### config.mk
export PLATFORM = sky130hd
export DESIGN_NAME = core_controller
export DESIGN_NICKNAME = d
export VERILOG_FILES = /design/src/rtl/core_controller_pkg.sv /design/src/rtl/next_pc_gen.sv /design/src/rtl/core_controller.sv
export SDC_FILE = /design/constraint.sdc
export NUM_CORES = 1
export LEC_CHECK = 0
export CAP_MARGIN = 20
export CORE_MARGIN = 5
export CORE_UTILIZATION = 36
export CTS_CLUSTER_DIAMETER = 40
export DETAILED_ROUTE_END_ITERATION = 10
export PLACE_DENSITY_LB_ADDON = 0.05
export REMOVE_ABC_BUFFERS = 1
export SYNTH_ARGS = -nofsm -noshare
export SYNTH_HDL_FRONTEND = slang
export SYNTH_HIERARCHICAL = 1
export SYNTH_SLANG_ARGS = --single-unit
### constraint.sdc
create_clock -name clk -period 15.82 [get_ports clk]
set_clock_uncertainty 0.2 [all_clocks]
set_input_delay 1.582 -clock clk [delete_from_list [all_inputs] [get_ports clk]]
set_output_delay 1.582 -clock clk [all_outputs]
set_load 0.02 [all_outputs]
### src/rtl/core_controller_pkg.sv
// ---------------------------------------------------------------------------
// core_controller_pkg
//
// Shared definitions for the TinyRisc-V multi-cycle sequencer. The decoder
// and the controller both import this package, so the opcode values and the
// controller state codes have a single definition.
//
// Contents:
//   CTRL_STATE_WIDTH  width of the controller state register
//   ctrl_state_t      controller states (FETCH .. HALT)
//   OPC_*             7-bit major opcodes of the RV32I base set
//   is_legal_opcode   opcode is one the controller knows how to sequence
//   is_mem_opcode     opcode needs a data-memory access (LOAD / STORE)
// ---------------------------------------------------------------------------
package core_controller_pkg;

    localparam int CTRL_STATE_WIDTH = 3;

    typedef enum logic [CTRL_STATE_WIDTH-1:0] {
        ST_FETCH  = 3'd0,
        ST_DECODE = 3'd1,
        ST_EXEC   = 3'd2,
        ST_MEM    = 3'd3,
        ST_WB     = 3'd4,
        ST_HALT   = 3'd5
    } ctrl_state_t;

    localparam logic [6:0] OPC_LUI    = 7'b0110111;
    localparam logic [6:0] OPC_AUIPC  = 7'b0010111;
    localparam logic [6:0] OPC_JAL    = 7'b1101111;
    localparam logic [6:0] OPC_JALR   = 7'b1100111;
    localparam logic [6:0] OPC_BRANCH = 7'b1100011;
    localparam logic [6:0] OPC_LOAD   = 7'b0000011;
    localparam logic [6:0] OPC_STORE  = 7'b0100011;
    localparam logic [6:0] OPC_OP_IMM = 7'b0010011;
    localparam logic [6:0] OPC_OP     = 7'b0110011;

    // Anything outside this set (including the all-zero word) stops the core.
    function automatic logic is_legal_opcode(input logic [6:0] opcode);
        case (opcode)
            OPC_LUI, OPC_AUIPC, OPC_JAL, OPC_JALR, OPC_BRANCH,
            OPC_LOAD, OPC_STORE, OPC_OP_IMM, OPC_OP: is_legal_opcode = 1'b1;
            default:                                 is_legal_opcode = 1'b0;
        endcase
    endfunction

    function automatic logic is_mem_opcode(input logic [6:0] opcode);
        is_mem_opcode = (opcode == OPC_LOAD) || (opcode == OPC_STORE);
    endfunction

endpackage

### src/rtl/next_pc_gen.sv
// ---------------------------------------------------------------------------
// next_pc_gen
//
// Purely combinational next-PC selection used during write-back.
//
// Ports:
//   pc            in  32  PC of the instruction being retired
//   imm           in  32  decoder immediate
//   rs1_data      in  32  register-file read port 1 (JALR base)
//   opcode        in  7   major opcode of the instruction being retired
//   branch_taken  in  1   compare outcome (ALU result bit 0)
//   next_pc       out 32  PC of the following instruction
//   misaligned    out 1   next_pc is not word aligned
// ---------------------------------------------------------------------------
module next_pc_gen
    import core_controller_pkg::*;
(
    input  logic [31:0] pc,
    input  logic [31:0] imm,
    input  logic [31:0] rs1_data,
    input  logic [6:0]  opcode,
    input  logic        branch_taken,
    output logic [31:0] next_pc,
    output logic        misaligned
);

    logic [31:0] seq_pc;
    logic [31:0] rel_pc;
    logic [31:0] jalr_pc;

    // All additions wrap modulo 2^32. JALR clears bit 0 of its target, but
    // bit 1 is left alone so a half-word aligned target is still caught.
    always_comb begin
        seq_pc  = pc + 32'd4;
        rel_pc  = pc + imm;
        jalr_pc = (rs1_data + imm) & ~32'h1;
        next_pc = seq_pc;
        case (opcode)
            OPC_JAL:    next_pc = rel_pc;
            OPC_JALR:   next_pc = jalr_pc;
            OPC_BRANCH: next_pc = branch_taken ? rel_pc : seq_pc;
            default:    next_pc = seq_pc;
        endcase
        misaligned = (next_pc[1:0] != 2'b00);
    end

endmodule

### src/rtl/core_controller.sv
// ---------------------------------------------------------------------------
// core_controller
//
// Multi-cycle sequencer for the TinyRisc-V core. Owns the PC and the
// instruction register, runs the instruction- and data-memory req/ack
// handshakes and walks each instruction through
// FETCH -> DECODE -> EXEC -> (MEM) -> WB. A bad opcode or a misaligned
// next PC parks the core in HALT until reset.
//
// Parameters:
//   RESET_PC     PC loaded on reset
//
// Ports:
//   clk, rst                 clock, asynchronous active-high reset
//   imem_req/addr/ack/rdata  instruction fetch handshake
//   ir, pc                   latched instruction and current PC
//   imm, wr_reg              from the decoder
//   rs1_data, rs2_data       register-file read ports
//   alu_result               ALU output (bit 0 = branch compare outcome)
//   dmem_req/we/addr/wdata   data access request
//   dmem_ack/rdata           data access completion
//   rd_we, wb_data           register-file write strobe and value
//   halted                   sticky halt flag
//   instret                  retired-instruction counter
// ---------------------------------------------------------------------------
module core_controller
    import core_controller_pkg::*;
#(
    parameter logic [31:0] RESET_PC = 32'h0000_0000
) (
    input  logic        clk,
    input  logic        rst,
    output logic        imem_req,
    output logic [31:0] imem_addr,
    input  logic        imem_ack,
    input  logic [31:0] imem_rdata,
    output logic [31:0] ir,
    output logic [31:0] pc,
    input  logic [31:0] imm,
    input  logic        wr_reg,
    input  logic [31:0] rs1_data,
    input  logic [31:0] rs2_data,
    input  logic [31:0] alu_result,
    output logic        dmem_req,
    output logic        dmem_we,
    output logic [31:0] dmem_addr,
    output logic [31:0] dmem_wdata,
    input  logic        dmem_ack,
    input  logic [31:0] dmem_rdata,
    output logic        rd_we,
    output logic [31:0] wb_data,
    output logic        halted,
    output logic [31:0] instret
);

    ctrl_state_t state;
    logic [6:0]  opcode;
    logic [31:0] result_q;
    logic [31:0] next_pc;
    logic        misaligned;

    assign opcode = ir[6:0];

    next_pc_gen u_next_pc_gen (
        .pc           (pc),
        .imm          (imm),
        .rs1_data     (rs1_data),
        .opcode       (opcode),
        .branch_taken (result_q[0]),
        .next_pc      (next_pc),
        .misaligned   (misaligned)
    );

    // Requests and strobes are pure state decodes so a zero-wait ack can be
    // answered in the same cycle. Qualifying them with rst makes a reset
    // asserted mid-handshake withdraw the request immediately, not at the
    // next edge.
    assign imem_req  = !rst && (state == ST_FETCH);
    assign dmem_req  = !rst && (state == ST_MEM);
    assign dmem_we   = dmem_req && (opcode == OPC_STORE);
    assign rd_we     = !rst && (state == ST_WB) && wr_reg;
    assign halted    = (state == ST_HALT);
    assign imem_addr = pc;
    assign dmem_addr = result_q;

    // Main sequencer. wb_data is loaded with the ALU result in EXEC and
    // overwritten with the load data in MEM, so in WB it already holds the
    // correct write-back value. An ack that arrives while rst is high is
    // never seen because the reset branch wins.
    always_ff @(posedge clk or posedge rst) begin
        if (rst) begin
            state      <= ST_FETCH;
            pc         <= RESET_PC;
            ir         <= 32'h0;
            instret    <= 32'h0;
            result_q   <= 32'h0;
            dmem_wdata <= 32'h0;
            wb_data    <= 32'h0;
        end else begin
            case (state)
                ST_FETCH: begin
                    if (imem_ack) begin
                        ir    <= imem_rdata;
                        state <= ST_DECODE;
                    end
                end
                ST_DECODE: begin
                    state <= is_legal_opcode(opcode) ? ST_EXEC : ST_HALT;
                end
                ST_EXEC: begin
                    result_q   <= alu_result;
                    wb_data    <= alu_result;
                    dmem_wdata <= rs2_data;
                    state      <= is_mem_opcode(opcode) ? ST_MEM : ST_WB;
                end
                ST_MEM: begin
                    if (dmem_ack) begin
                        if (opcode == OPC_LOAD) begin
                            wb_data <= dmem_rdata;
                        end
                        state <= ST_WB;
                    end
                end
                ST_WB: begin
                    // A misaligned target stops the core before the PC or
                    // the retire count move, leaving the faulting PC visible.
                    if (misaligned) begin
                        state <= ST_HALT;
                    end else begin
                        pc      <= next_pc;
                        instret <= instret + 32'd1;
                        state   <= ST_FETCH;
                    end
                end
                ST_HALT: begin
                    state <= ST_HALT;
                end
                default: begin
                    state <= ST_HALT;
                end
            endcase
        end
    end

endmodule

==> metrics.txt, run 1 <==
final global-route overflow total 0; Storage cell area roughly 5000 um^2; # DRC 0; Setup violations, final 0; clk_lat worst skew between 0.4 and 0.5 ns; H-tree levels 4; routed wire length per instance between 20 and 25 um; EDFF count, synth 0; startpoint type of the worst setup path input pin; Die H between 150 and 200 um; initial core utilization 0.363; Worst-Margin Slew ~0.85 ns; register bit total from synthesis roughly 200; Hold WC Path Type register to register; grt met3 use 0.0715; Mean Syn Cell Area around 10 um^2; Final Max Slew Viols 0; post-DP HPWL about 33000 um; die extent in x 196 um; Critical Path AT around 3.6 ns; total core area about 34000 um^2; TritonCTS clock tree yes; RSZ-0062 raised after global routing false; share of post-route cells with drive strength above 1 0.0986; Place WS 10.30 ns; Resized cells post-CTS 0; MaxCap Viol Count 0; clk slew on worst S/H paths ~0.07 ns; Final Cycle Share 0.341; row count 68; area leader, netlist dfrtp_1; routing usage on met1 0.276; area of the multi-input gates roughly 7100 um^2; crit path capture type primary output; Unique masters post-synth 78; DIE AREA around 39000 um^2; DR vias/cell approximately 5.3; worst hold slack roughly 0.28 ns; Synth Instances approximately 1300; grt met2 use 0.369; Most Used Layer, Global Route met2; final WL 43600 um; critical path type input pin to primary output; Syn-to-layout area delta 40.3%; top cells by area, synth dfrtp_1 39%, mux2_2 8.7%, ha_1 6.3%; status completed; Critical Path RT around 14 ns; Mapped Area 12500 um^2; leakage 7.60 nW; DR vias around 11000; register area share after synthesis 0.390; area share of the largest cell type after synthesis 0.390; first-pass GRT wire length 67500 um; Top FF cell, synth dfrtp_1; final hold vios 0; drt initial violations 534; Async S/R FF share, synth 1.00; I/O pin total 426; Total Nets Final between 1500 and 2000; vias in the first global route between 10000 and 15000; Worst VDD drop just over 0.07 mV; cell area power density about 63 nW/um^2; count of hold-fix buffers inserted at cts 0; Rel. slew slack 0.434; Core Util, Final 0.509; post-route ant nets 0; largest net degree at the start of global routing 96; DR pass1 iterations 5; gr usage total 0.220; Ys Warns 6; Max Clk Rate approximately 190 MHz; Root Driver clkbuf_16; initial antenna violation count 3; final setup TNS 0 ns; Worst Path Max Fanout 95; Num CTS Buffers 17; maximum buffer depth of the clock tree 2; Tmin final 5.39 ns; # port buffers between 400 and 500; Fillers approximately 3200; clk sinks a little under 200; final worst slack roughly 10 ns; Post-CTS Setup Bufs 0; gpl congestion between 0.8 and 0.9
-- sequential cells by signal, indices dropped and copies added (netlist names) --
signal,count
wb_data,32
ir,32
dmem_addr,32
instret,32
state,3
dmem_wdata,32
imem_addr,32
-- cell usage after synthesis (4+ instances only) --
library cell and instances:
nand2b_1 10, o31ai_1 5, and4_1 5, buf_2 14
buf_4 32, inv_1 27, o21a_1 8, and3_1 12
a211o_1 5, nand3_1 37, xor2_1 33, a21oi_1 95
nor2_1 36, nor2b_1 7, o21ai_1 5, o211ai_1 5
a211oi_1 7, ha_1 63, nand2_1 177, or2_2 4
a22oi_1 13, clkbuf_1 33, a21o_1 32, mux2i_1 33
o221ai_1 13, nor3_1 13, o21bai_1 9, o21ai_0 39
dfrtp_1 195, and2_1 5, nor4_1 6, mux2_2 97
a31oi_1 38, nand4_1 24, or3_1 5, xnor2_1 77
-- report_power, final --
| part | internal, W | switching [W] | total (W) |
|---|---|---|---|
| Combinational | 0.0000899 | 0.0000836 | 0.000173 |
| Sequential | 0.000502 | 0.00000362 | 0.000506 |
| Clock | 0.000233 | 0.000188 | 0.000421 |
-- worst max-delay path, cell delays in order --
cell and delay (ns):
clkdlybuf4s50_1 0.54, inv_8 0.53, nand2_1 0.11, nor4_1 0.19, clkdlybuf4s50_1 0.66
-- metrics by stage --
| stage | area (um^2) | cells | power (W) |
|---|---|---|---|
| after floorplan | 12000 | 1198 | 0.000601 |
| after global placement | 17000 | 2091 | 0.000687 |
| after detailed placement | 17000 | 2091 | 0.000688 |
| after CTS | 17500 | 2119 | 0.00112 |
| after global routing | 17500 | 2120 | 0.00115 |
| final | 17500 | 2122 | 0.00110 |
-- path summary, 6_finish.rpt --
path,from,to,slack [ns],depth (start not counted)
max,rst,rd_we,10.43,5
min reg2reg,instret[31]$_DFFE_PP0P_,instret[31]$_DFFE_PP0P_,0.28,1
max reg2reg,ir[3]$_DFFE_PP0P_,instret[19]$_DFFE_PP0P_,11.45,10
min in group asynchronous,rst,ir[7]$_DFFE_PP0P_,1.51,2
max in group asynchronous,rst,wb_data[25]$_DFFE_PP0P_,12.61,3
min,instret[31]$_DFFE_PP0P_,instret[31]$_DFFE_PP0P_,0.28,1
-- layout make-up --
type,instances,area share
clock inverters,6,0.00478
repair buffers,438,0.248
inverters,27,0.00620
multi-input cells,976,0.404
clock buffers,22,0.0259
diodes,3,0.000428
well taps,455,0.0325
flip-flops and latches,195,0.278
-- layer usage --
layer  wire (um)  vias up
met5           7        -
met2       21200      355
met1       18200     5374
met4         570        2
met3        3620       33
li1            -     5395
-- cells in the final DEF (no fill, tap or decap), types with 7 or more instances in the layout --
master and n:
o221ai_1 13, a21o_1 32, xnor2_1 77, nand2b_1 10
a211oi_1 7, nor2_1 36, a22oi_1 13, clkdlybuf4s50_1 425
nor3_1 13, inv_1 26, nand4_1 24, o21a_1 8
o21bai_1 9, buf_4 13, dfrtp_1 195, clkbuf_16 17
a31oi_1 38, ha_1 63, nand2_1 177, mux2i_1 33
nand3_1 37, and3_1 12, mux2_2 97, a21oi_1 95
o21ai_0 39, xor2_1 33
-- cells by family after synthesis --
group,after synthesis,share of synthesized area
AOI/OAI and AO/OA,310,0.165
xor gates and xnor gates,110,0.0770
adders and majority gates,65,0.0662
buffers and inverters,111,0.0462
DFF,195,0.390
muxes,130,0.114
and+or+nand+nor,361,0.142
Power figures use the tool's default switching activity.
==> inputs of run 2 (changes only) <==
clock period = 4.86 ns   (was 15.82 ns; I/O delays follow)
==> metrics.txt, run 2 (synthesis gave the netlist of run 1 again) <==
# DRC 0 (unchanged); critical path type register to register (was input pin to primary output); post-route ant nets 0 (unchanged); Fillers 3272 (was 3246); largest net degree at the start of global routing 78 (was 96); status completed (unchanged); routed wire length per instance 20.5 um (about the same); Syn-to-layout area delta 40.9% (was 40.3%); final global-route overflow total 0 (unchanged); Tmin final just under 4 ns; RSZ-0062 raised after global routing false (unchanged); DIE AREA 38600 um^2 (unchanged); vias in the first global route 11300 (was 11400); routing usage on met1 0.276 (about the same); post-DP HPWL 33500 um (was 33400 um); DR vias/cell 5.22 (was 5.26); Critical Path AT 4.03 ns (was 3.61 ns); row count 68 (unchanged); clk_lat worst skew 0.45 ns (was 0.44 ns); Resized cells post-CTS 0 (unchanged); Final Cycle Share 0.801; Rel. slew slack 0.309 (was 0.434); die extent in x 196 um (unchanged); count of hold-fix buffers inserted at cts 0 (unchanged); Place WS 0.555 ns (was 10.30 ns); first-pass GRT wire length 67200 um (was 67500 um); gr usage total 0.221 (was 0.220); Hold WC Path Type register to register (unchanged); Total Nets Final 1921 (was 1917); crit path capture type register (was primary output); grt met2 use 0.377 (was 0.369); MaxCap Viol Count 0 (unchanged); Die H 196 um (unchanged); grt met3 use 0.0694 (was 0.0715); clk slew on worst S/H paths 0.08 ns (was 0.07 ns); final hold vios 0 (unchanged); cell area power density 208 nW/um^2 (was 62.7 nW/um^2); Most Used Layer, Global Route met2 (unchanged); Worst-Margin Slew 1.04 ns (was 0.849 ns); Antenna Cells 0 (was 3); final WL 43700 um (was 43600 um); Num CTS Buffers 17 (unchanged); final worst slack 0.965 ns (was 10.43 ns); drt initial violations 596 (was 534); DR pass1 iterations 6 (was 5); Setup violations, final 0 (unchanged); startpoint type of the worst setup path register (was input pin); Final Max Slew Viols 0 (unchanged); worst hold slack 0.275 ns (was 0.282 ns); total core area 34500 um^2 (unchanged); Post-CTS Setup Bufs 0 (unchanged); H-tree levels 4 (unchanged); I/O pin total 426 (unchanged); Worst Path Max Fanout 8 (was 95); TritonCTS clock tree yes (unchanged); Root Driver clkbuf_16 (unchanged); initial antenna violation count 4 (was 3); Max Clk Rate 257 MHz; share of post-route cells with drive strength above 1 0.105 (was 0.0986); DR vias 11100 (was 11200); commonest non-fill, non-tap cell in the layout clkdlybuf4s50_1 (unchanged); initial core utilization 0.363 (unchanged); Critical Path RT 5.00 ns (was 14.04 ns); Worst VDD drop 0.228 mV (was 0.0727 mV); most frequent cells in the layout 425 x clkdlybuf4s50_1, 195 x dfrtp_1, 177 x nand2_1, 97 x mux2_2, 95 x a21oi_1 (unchanged); leakage 7.64 nW (was 7.60 nW); gpl congestion 0.899 (was 0.881); # port buffers 425 (unchanged); clk sinks 195 (unchanged); maximum buffer depth of the clock tree 2 (unchanged)
==> run 2: cell types whose count changed in the layout (fill, tap and decap cells not counted), moves of 2 or more <==
cell      delta
buf_4        +4
clkbuf_1     -4
inv_8        +4
clkinv_4     +3
diode_2      -3
inv_6        +3
clkinv_2     -2
==> run 2: final timing paths <==
check	startpoint	endpoint	slack, ns	cells past startpoint
min	instret[31]$_DFFE_PP0P_	instret[31]$_DFFE_PP0P_	0.27	1
min reg2reg	instret[31]$_DFFE_PP0P_	instret[31]$_DFFE_PP0P_	0.27	1
max in group asynchronous	rst	instret[24]$_DFFE_PP0P_	2.73	3
max reg2reg	ir[5]$_DFFE_PP0P_	instret[19]$_DFFE_PP0P_	0.96	10
max	ir[5]$_DFFE_PP0P_	instret[19]$_DFFE_PP0P_	0.96	10
min in group asynchronous	rst	ir[5]$_DFFE_PP0P_	0.39	2
==> run 2: stage by stage <==
step / TNS [ns] / std cells / utilization / cell area [um^2] / total power (W)
2_1_floorplan: -248.38 / 1198 / - / 12000 / 0.00196
3_3_place_gp: 0 / 2095 / 0.494 / 17000 / 0.00224
3_5_place_dp: 0 / 2095 / 0.494 / 17000 / 0.00224
4_1_cts: 0 / 2127 / 0.511 / 17600 / 0.00372
5_1_grt: 0 / 2127 / 0.511 / 17600 / 0.00384
6_report: 0 / 2127 / 0.511 / 17600 / 0.00367
==> run 2: cell type report <==
type,count,area (um^2),area share
repair buffers,442,4380,0.249
multi-input cells,976,7090,0.402
well taps,455,569,0.0323
inverters,27,109,0.00618
clock buffers,17,425,0.0241
clock inverters,15,165,0.00937
flip-flops and latches,195,4880,0.277
==> run 2: worst max-delay path, stage by stage, from the launching register on <==
cell and delay (ns):
dfrtp_1 0.49, nand4_1 0.22, nor2_1 0.44, o21ai_2 0.13, nand2_1 0.09, o221ai_1 0.16, or2_2 0.38, or4b_2 0.83
nor4_4 0.51, nand4_1 0.19, xnor2_1 0.15
==> run 2: routing by layer <==
layer / wire length [um] / vias to the layer above
li1: - / 5395
met1: 18300 / 5331
met2: 21400 / 329
met3: 3300 / 36
met4: 592 / 8
met5: 45 / -
==> run 2: power breakdown <==
| part | switching [W] | internal, W |
|---|---|---|
| sequential | 0.0000114 | 0.00163 |
| clock | 0.000725 | 0.000733 |
| combinational | 0.000269 | 0.000294 |
